--- config.mk ---
export PLATFORM = sky130hd
export DESIGN_NAME = sd_req_arbiter_flat
export DESIGN_NICKNAME = d
export VERILOG_FILES = /design/src/rtl/sd_req_arbiter_if.sv /design/src/rtl/sd_req_arbiter.sv /design/src/flat_wrapper.sv
export SDC_FILE = /design/constraint.sdc
export NUM_CORES = 1
export LEC_CHECK = 0
export ABC_AREA = 1
export CORE_MARGIN = 2
export CORE_UTILIZATION = 34
export CTS_BUF_LIST = sky130_fd_sc_hd__clkbuf_16
export CTS_CLUSTER_SIZE = 12
export DETAILED_ROUTE_END_ITERATION = 16
export PLACE_DENSITY = 0.77
export SKIP_LAST_GASP = 1
export SYNTH_ARGS = -nofsm -noshare
export SYNTH_HDL_FRONTEND = slang
export SYNTH_SLANG_ARGS = --single-unit
--- constraint.sdc ---
create_clock -name clk_sys -period 2 [get_ports clk_sys]
set_clock_uncertainty 0.2 [all_clocks]
set_input_delay 0.4 -clock clk_sys [delete_from_list [all_inputs] [get_ports clk_sys]]
set_output_delay 0.4 -clock clk_sys [all_outputs]
set_load 0.02 [all_outputs]
--- src/rtl/sd_req_arbiter_if.sv ---
// Bundle of the two requester ports and the mist_io SD sector channel seen by sd_req_arbiter.
// master is the arbiter's view, slave is the environment (requesters plus mist_io).
interface sd_req_arbiter_if;
    logic        rd_0;
    logic        wr_0;
    logic        rd_1;
    logic        wr_1;
    logic [31:0] lba_0;
    logic [31:0] lba_1;
    logic [7:0]  buff_din_0;
    logic [7:0]  buff_din_1;
    logic        done_0;
    logic        done_1;
    logic        err_0;
    logic        err_1;
    logic        grant_0;
    logic        grant_1;
    logic        buff_wr_0;
    logic        buff_wr_1;
    logic [8:0]  buff_addr;
    logic [7:0]  buff_dout;
    logic        sd_rd;
    logic        sd_wr;
    logic [31:0] sd_lba;
    logic        sd_ack;
    logic [8:0]  sd_buff_addr;
    logic [7:0]  sd_buff_dout;
    logic        sd_buff_wr;
    logic [7:0]  sd_buff_din;

    modport master (
        input  rd_0, wr_0, rd_1, wr_1, lba_0, lba_1, buff_din_0, buff_din_1,
        input  sd_ack, sd_buff_addr, sd_buff_dout, sd_buff_wr,
        output done_0, done_1, err_0, err_1, grant_0, grant_1,
        output buff_wr_0, buff_wr_1, buff_addr, buff_dout,
        output sd_rd, sd_wr, sd_lba, sd_buff_din
    );

    modport slave (
        output rd_0, wr_0, rd_1, wr_1, lba_0, lba_1, buff_din_0, buff_din_1,
        output sd_ack, sd_buff_addr, sd_buff_dout, sd_buff_wr,
        input  done_0, done_1, err_0, err_1, grant_0, grant_1,
        input  buff_wr_0, buff_wr_1, buff_addr, buff_dout,
        input  sd_rd, sd_wr, sd_lba, sd_buff_din
    );
endinterface

--- src/rtl/sd_req_arbiter.sv ---
// Two-port round-robin scheduler for the mist_io SD sector channel; routes the byte stream to the granted port.
// Optional no-ack abort is enabled by defining SDARB_TIMEOUT_EN.
module sd_req_arbiter #(
    parameter logic [23:0] TIMEOUT_CYCLES = 24'd4_000_000
) (
    input  logic             clk_sys,
    input  logic             reset,
    sd_req_arbiter_if.master bus
);
    localparam logic [1:0] IDLE  = 2'd0;
    localparam logic [1:0] ISSUE = 2'd1;
    localparam logic [1:0] XFER  = 2'd2;
    localparam logic [1:0] DONE  = 2'd3;

    logic [1:0]  state_reg;
    logic        last_reg;
    logic [1:0]  grant_reg;
    logic [1:0]  done_reg;
    logic        sd_rd_reg;
    logic        sd_wr_reg;
    logic [31:0] sd_lba_reg;

    logic [1:0]  req;
    logic        sel_port;
    logic        sel_rd;
    logic        sel_wr;
    logic [31:0] sel_lba;

    assign req = {bus.rd_1 | bus.wr_1, bus.rd_0 | bus.wr_0};

    // On a tie the port that did not win last time goes next.
    always_comb begin
        sel_port = req[1] & (~req[0] | ~last_reg);
        sel_rd   = sel_port ? bus.rd_1  : bus.rd_0;
        sel_wr   = sel_port ? bus.wr_1  : bus.wr_0;
        sel_lba  = sel_port ? bus.lba_1 : bus.lba_0;
    end

`ifdef SDARB_TIMEOUT_EN
    logic [23:0] cnt_reg;
    logic        timed_out_reg;
    logic [1:0]  err_reg;
`endif

    always_ff @(posedge clk_sys or posedge reset) begin
        if (reset) begin
            state_reg  <= IDLE;
            last_reg   <= 1'b1;
            grant_reg  <= 2'b00;
            done_reg   <= 2'b00;
            sd_rd_reg  <= 1'b0;
            sd_wr_reg  <= 1'b0;
            sd_lba_reg <= 32'd0;
`ifdef SDARB_TIMEOUT_EN
            cnt_reg       <= 24'd0;
            timed_out_reg <= 1'b0;
            err_reg       <= 2'b00;
`endif
        end else begin
            done_reg <= 2'b00;
`ifdef SDARB_TIMEOUT_EN
            err_reg  <= 2'b00;
`endif
            case (state_reg)
                IDLE: begin
                    if (req != 2'b00) begin
                        sd_lba_reg <= sel_lba;
                        sd_rd_reg  <= sel_rd;
                        sd_wr_reg  <= sel_wr & ~sel_rd;
                        grant_reg  <= sel_port ? 2'b10 : 2'b01;
                        last_reg   <= sel_port;
                        state_reg  <= ISSUE;
`ifdef SDARB_TIMEOUT_EN
                        cnt_reg    <= 24'd0;
`endif
                    end
                end
                ISSUE: begin
                    if (bus.sd_ack) begin
                        sd_rd_reg <= 1'b0;
                        sd_wr_reg <= 1'b0;
                        state_reg <= XFER;
`ifdef SDARB_TIMEOUT_EN
                    end else if (cnt_reg == TIMEOUT_CYCLES - 24'd1) begin
                        sd_rd_reg     <= 1'b0;
                        sd_wr_reg     <= 1'b0;
                        timed_out_reg <= 1'b1;
                        state_reg     <= DONE;
                    end else begin
                        cnt_reg <= cnt_reg + 24'd1;
`endif
                    end
                end
                XFER: begin
                    if (!bus.sd_ack) begin
                        state_reg <= DONE;
                    end
                end
                default: begin
                    done_reg  <= grant_reg;
                    grant_reg <= 2'b00;
                    state_reg <= IDLE;
`ifdef SDARB_TIMEOUT_EN
                    err_reg       <= timed_out_reg ? grant_reg : 2'b00;
                    timed_out_reg <= 1'b0;
`endif
                end
            endcase
        end
    end

`ifdef SDARB_TIMEOUT_EN
    assign bus.err_0 = err_reg[0];
    assign bus.err_1 = err_reg[1];
`else
    assign bus.err_0 = 1'b0;
    assign bus.err_1 = 1'b0;
    // Parameter kept in the list so both builds instantiate identically.
    if (TIMEOUT_CYCLES == 24'd0) begin : g_timeout_unused
    end
`endif

    assign bus.sd_rd   = sd_rd_reg;
    assign bus.sd_wr   = sd_wr_reg;
    assign bus.sd_lba  = sd_lba_reg;
    assign bus.grant_0 = grant_reg[0];
    assign bus.grant_1 = grant_reg[1];
    assign bus.done_0  = done_reg[0];
    assign bus.done_1  = done_reg[1];

    // Byte stream routing is combinational; an ungranted port never sees a write strobe.
    assign bus.buff_wr_0   = bus.sd_buff_wr & grant_reg[0];
    assign bus.buff_wr_1   = bus.sd_buff_wr & grant_reg[1];
    assign bus.buff_addr   = bus.sd_buff_addr;
    assign bus.buff_dout   = bus.sd_buff_dout;
    assign bus.sd_buff_din = grant_reg[0] ? bus.buff_din_0 :
                             grant_reg[1] ? bus.buff_din_1 : 8'h00;
endmodule

--- src/flat_wrapper.sv ---
// flat-port wrapper written by rule: the top's interface ports become plain ports
module sd_req_arbiter_flat 
#(
    parameter logic [23:0] TIMEOUT_CYCLES = 24'd4_000_000
)
  (clk_sys, reset, bus_rd_0, bus_wr_0, bus_rd_1, bus_wr_1, bus_lba_0, bus_lba_1, bus_buff_din_0, bus_buff_din_1, bus_sd_ack, bus_sd_buff_addr, bus_sd_buff_dout, bus_sd_buff_wr, bus_done_0, bus_done_1, bus_err_0, bus_err_1, bus_grant_0, bus_grant_1, bus_buff_wr_0, bus_buff_wr_1, bus_buff_addr, bus_buff_dout, bus_sd_rd, bus_sd_wr, bus_sd_lba, bus_sd_buff_din);
  sd_req_arbiter_if bus_i ();
  input  logic clk_sys;
  input  logic reset;
  input wire logic [$bits(bus_i.rd_0)-1:0] bus_rd_0;
  input wire logic [$bits(bus_i.wr_0)-1:0] bus_wr_0;
  input wire logic [$bits(bus_i.rd_1)-1:0] bus_rd_1;
  input wire logic [$bits(bus_i.wr_1)-1:0] bus_wr_1;
  input wire logic [$bits(bus_i.lba_0)-1:0] bus_lba_0;
  input wire logic [$bits(bus_i.lba_1)-1:0] bus_lba_1;
  input wire logic [$bits(bus_i.buff_din_0)-1:0] bus_buff_din_0;
  input wire logic [$bits(bus_i.buff_din_1)-1:0] bus_buff_din_1;
  input wire logic [$bits(bus_i.sd_ack)-1:0] bus_sd_ack;
  input wire logic [$bits(bus_i.sd_buff_addr)-1:0] bus_sd_buff_addr;
  input wire logic [$bits(bus_i.sd_buff_dout)-1:0] bus_sd_buff_dout;
  input wire logic [$bits(bus_i.sd_buff_wr)-1:0] bus_sd_buff_wr;
  output wire logic [$bits(bus_i.done_0)-1:0] bus_done_0;
  output wire logic [$bits(bus_i.done_1)-1:0] bus_done_1;
  output wire logic [$bits(bus_i.err_0)-1:0] bus_err_0;
  output wire logic [$bits(bus_i.err_1)-1:0] bus_err_1;
  output wire logic [$bits(bus_i.grant_0)-1:0] bus_grant_0;
  output wire logic [$bits(bus_i.grant_1)-1:0] bus_grant_1;
  output wire logic [$bits(bus_i.buff_wr_0)-1:0] bus_buff_wr_0;
  output wire logic [$bits(bus_i.buff_wr_1)-1:0] bus_buff_wr_1;
  output wire logic [$bits(bus_i.buff_addr)-1:0] bus_buff_addr;
  output wire logic [$bits(bus_i.buff_dout)-1:0] bus_buff_dout;
  output wire logic [$bits(bus_i.sd_rd)-1:0] bus_sd_rd;
  output wire logic [$bits(bus_i.sd_wr)-1:0] bus_sd_wr;
  output wire logic [$bits(bus_i.sd_lba)-1:0] bus_sd_lba;
  output wire logic [$bits(bus_i.sd_buff_din)-1:0] bus_sd_buff_din;
  assign bus_i.rd_0 = bus_rd_0;
  assign bus_i.wr_0 = bus_wr_0;
  assign bus_i.rd_1 = bus_rd_1;
  assign bus_i.wr_1 = bus_wr_1;
  assign bus_i.lba_0 = bus_lba_0;
  assign bus_i.lba_1 = bus_lba_1;
  assign bus_i.buff_din_0 = bus_buff_din_0;
  assign bus_i.buff_din_1 = bus_buff_din_1;
  assign bus_i.sd_ack = bus_sd_ack;
  assign bus_i.sd_buff_addr = bus_sd_buff_addr;
  assign bus_i.sd_buff_dout = bus_sd_buff_dout;
  assign bus_i.sd_buff_wr = bus_sd_buff_wr;
  assign bus_done_0 = bus_i.done_0;
  assign bus_done_1 = bus_i.done_1;
  assign bus_err_0 = bus_i.err_0;
  assign bus_err_1 = bus_i.err_1;
  assign bus_grant_0 = bus_i.grant_0;
  assign bus_grant_1 = bus_i.grant_1;
  assign bus_buff_wr_0 = bus_i.buff_wr_0;
  assign bus_buff_wr_1 = bus_i.buff_wr_1;
  assign bus_buff_addr = bus_i.buff_addr;
  assign bus_buff_dout = bus_i.buff_dout;
  assign bus_sd_rd = bus_i.sd_rd;
  assign bus_sd_wr = bus_i.sd_wr;
  assign bus_sd_lba = bus_i.sd_lba;
  assign bus_sd_buff_din = bus_i.sd_buff_din;
  sd_req_arbiter #(.TIMEOUT_CYCLES(TIMEOUT_CYCLES)) u_core (.clk_sys(clk_sys), .reset(reset), .bus(bus_i));
endmodule
==> metrics.cfg <==
[placed_design]
place_ws_ns = -0.212
dp_hpwl_mm = 5.03
numPortBuffers = 135
place_inst = 478
gp_congestion = 0.757

[cts]
cts_setup_buffers = 0
cts_made_buffers = 5
htree_levels = 2
ctsHoldBuffers = 0
cts_sinks = 41
cts-root-buf = clkbuf_16
cts.clk_slew.worst_paths_ns = 0.06
clockBufferDepth = 2
clkLatencyLatePin_ns = 0.28
cts_tree = done
post_cts_resized = 13

[detailed_routing]
wire_per_inst_um = 13.3
drtIter0Drc = 56
drc = 0
routed_wl_mm = 6.46
vias = 2328
drt.antenna.violating_nets = 0
dr.pass1.iters = 4
vias_per_cell = 4.79

[worst_hold_path]
hp-class = in -> async

[global_routing]
grt_first_pass_wirelength_mm = 10.4
gr-usage-met3 = 0.0603
busiest_layer = met2
grt_usage = 0.178
grt.overflow.total = 0
use_met2 = 0.321
antenna_found_initial = 0
grt_pass1_vias = 2316
grt_max_degree = 35
use_met1 = 0.201

[timing]
finalHoldViolCount = 0
max_freq_ghz = 0.516
setup_viol = 0
relSlewSlack = 0.551
rsz0062_at_grt = no
finalCriticalPeriod_ns = 1.94
final.setup.tns_ns = 0
final-max-slew-violation-count = 0
finalCritPeriodShare = 0.969
layout_setup_ws_ns = 0.0611
tightestPinTransition_ns = 0.670

[die]
floorplan.initialDensity = 0.353
die_h_um = 85.2
rows = 29
io_pins = 172
coreArea_mm2 = 0.00635
die_area_mm2 = 0.00726
fp.dieW_um = 85.2

[yosys]
ys_types = 24
mappedNetlistArea_mm2 = 0.00224
yosys_warnings = 0
yosysSeqAreaShare = 0.458
syn_inst = 288
ys_ff_latch = 41
avgSynthCellArea_um2 = 7.79

[power]
total_power_uw = 5490
p_leak_uw = 0.00179
power_frac_seq = 0.266
p_int_uw = 3300
switchingPower_uw = 2200
peakVddDrop_mv = 0.713
switching_share = 0.400
power_frac_clock = 0.186
p_per_area_mw_per_mm2 = 1450
combinationalPowerShare = 0.547

[finish]
diodes = 0
multi_input_area_um2 = 933
fin_cells = 486
largest_reg_flops = 32
drive_above_1_share = 0.0685
regArea_mm2 = 0.00103
layout_commonest_cell = clkdlybuf4s50_1
nFillCells = 561
syn2layout_area_growth_pct = 68.8
nets = 517
final_cell_mix = clkdlybuf4s50_1 (123), nand2_1 (103), nand3_1 (77), dfrtp_1 (39), inv_1 (11)

[critical_path]
reg2reg_to = u_core.grant_reg[0]
r2r-start = u_core.state_reg[0]
worstPathRequired_ns = 1.40
r2r_cells = 6
worstSetupStartpointType = input port
max_stage_delay_ns = 0.49
slowest_stage = clkdlybuf4s50_1
cp-end-kind = primary output
critPathArrivalTime_ns = 1.34
worst-path-buf-inv = 3
crit_chain = clkdlybuf4s50_1 > nand2_1 > inv_1 > dlygate4sd2_1
critical_path.top_delay_family = buffers and inverters
path_max_fanout = 2
ff2ff_setup_slack_ns = 0.25
worst-setup-path-type = in -> out

[run_status]
status = complete, no violations

[run]
cap_viol_max_count = 0

[through the flow]
| stage | area [µm²] | hold WS [ns] | util |
|---|---|---|---|
| CTS | 3780 | 0.271 | 0.595 |
| detailed placement | 3600 | 0.270 | 0.567 |
| finish | 3780 | 0.256 | 0.596 |
| global route | 3780 | 0.293 | 0.596 |
| global placement | 3600 | 0.256 | 0.567 |
| floorplan | 2250 | 0.303 | - |
[worst reg2reg max path: stages (launching register included)]
cell     delay, ns
dfrtp_1       0.41
inv_1         0.10
ha_1          0.30
nand2_2       0.13
inv_4         0.28
nand2_1       0.13
o21ai_1       0.13
[cell type report]
class	count	area share
repair buffers	145	0.390
flip-flops and latches	41	0.272
multi-input cells	200	0.247
clock buffers	5	0.0331
well taps	77	0.0255
clock inverters	3	0.0172
inverters	15	0.0155
[worst max path at each step]
stage                         from                 end  cells after the start
6_report            bus_sd_buff_wr       bus_buff_wr_1                      4
5_1_grt          bus_buff_din_1[2]  bus_sd_buff_din[2]                      4
4_1_cts        u_core.grant_reg[0]  bus_sd_buff_din[2]                      4
3_5_place_dp     bus_buff_din_1[2]  bus_sd_buff_din[2]                      4
3_3_place_gp     bus_buff_din_1[4]  bus_sd_buff_din[4]                      4
2_1_floorplan  u_core.grant_reg[1]  bus_sd_buff_din[0]                      3
[layer usage]
layer  vias up  part of all wire
met5         -                 0
met4         0             0.012
met3        10             0.080
met2        87              0.51
met1      1085              0.40
li1       1146                 -
[logic make-up after synthesis]
logic type	count (synthesis)	synth area share
flops	41	0.458
fa+ha+maj	4	0.0223
simple gates	187	0.370
buf+inv	48	0.127
compound gates	7	0.0206
other cells	1	0.00167
[synth_stat cells]
cell type / number / share of area
o21ai_2: 1 / 0.0039
buf_4: 19 / 0.064
o21bai_1: 1 / 0.0033
buf_6: 3 / 0.015
or2_2: 1 / 0.0028
conb_1: 1 / 0.0017
o21a_1: 1 / 0.0033
o211ai_1: 1 / 0.0033
nand4_1: 1 / 0.0028
dfrtp_1: 40 / 0.45
o21ai_1: 1 / 0.0022
nand2_4: 1 / 0.0050
nand2_2: 1 / 0.0028
nor2_1: 2 / 0.0033
inv_2: 2 / 0.0033
clkbuf_1: 2 / 0.0033
nand2_1: 103 / 0.17
nor2_8: 1 / 0.0089
nand3_1: 77 / 0.17
inv_1: 13 / 0.022
ha_1: 4 / 0.022
dfstp_2: 1 / 0.012
buf_2: 9 / 0.020
o21ai_0: 2 / 0.0045
[power by group through the flow]
stage / Clock, µW / Sequential (µW) / Combinational, µW
2_1_floorplan: 0 / 1870 / 1340
4_1_cts: 1050 / 1460 / 3040
3_3_place_gp: 0 / 1460 / 3010
6_report: 1020 / 1460 / 3010
3_5_place_dp: 0 / 1460 / 3080
5_1_grt: 1090 / 1520 / 3280
(Power assumes the default switching activity.)
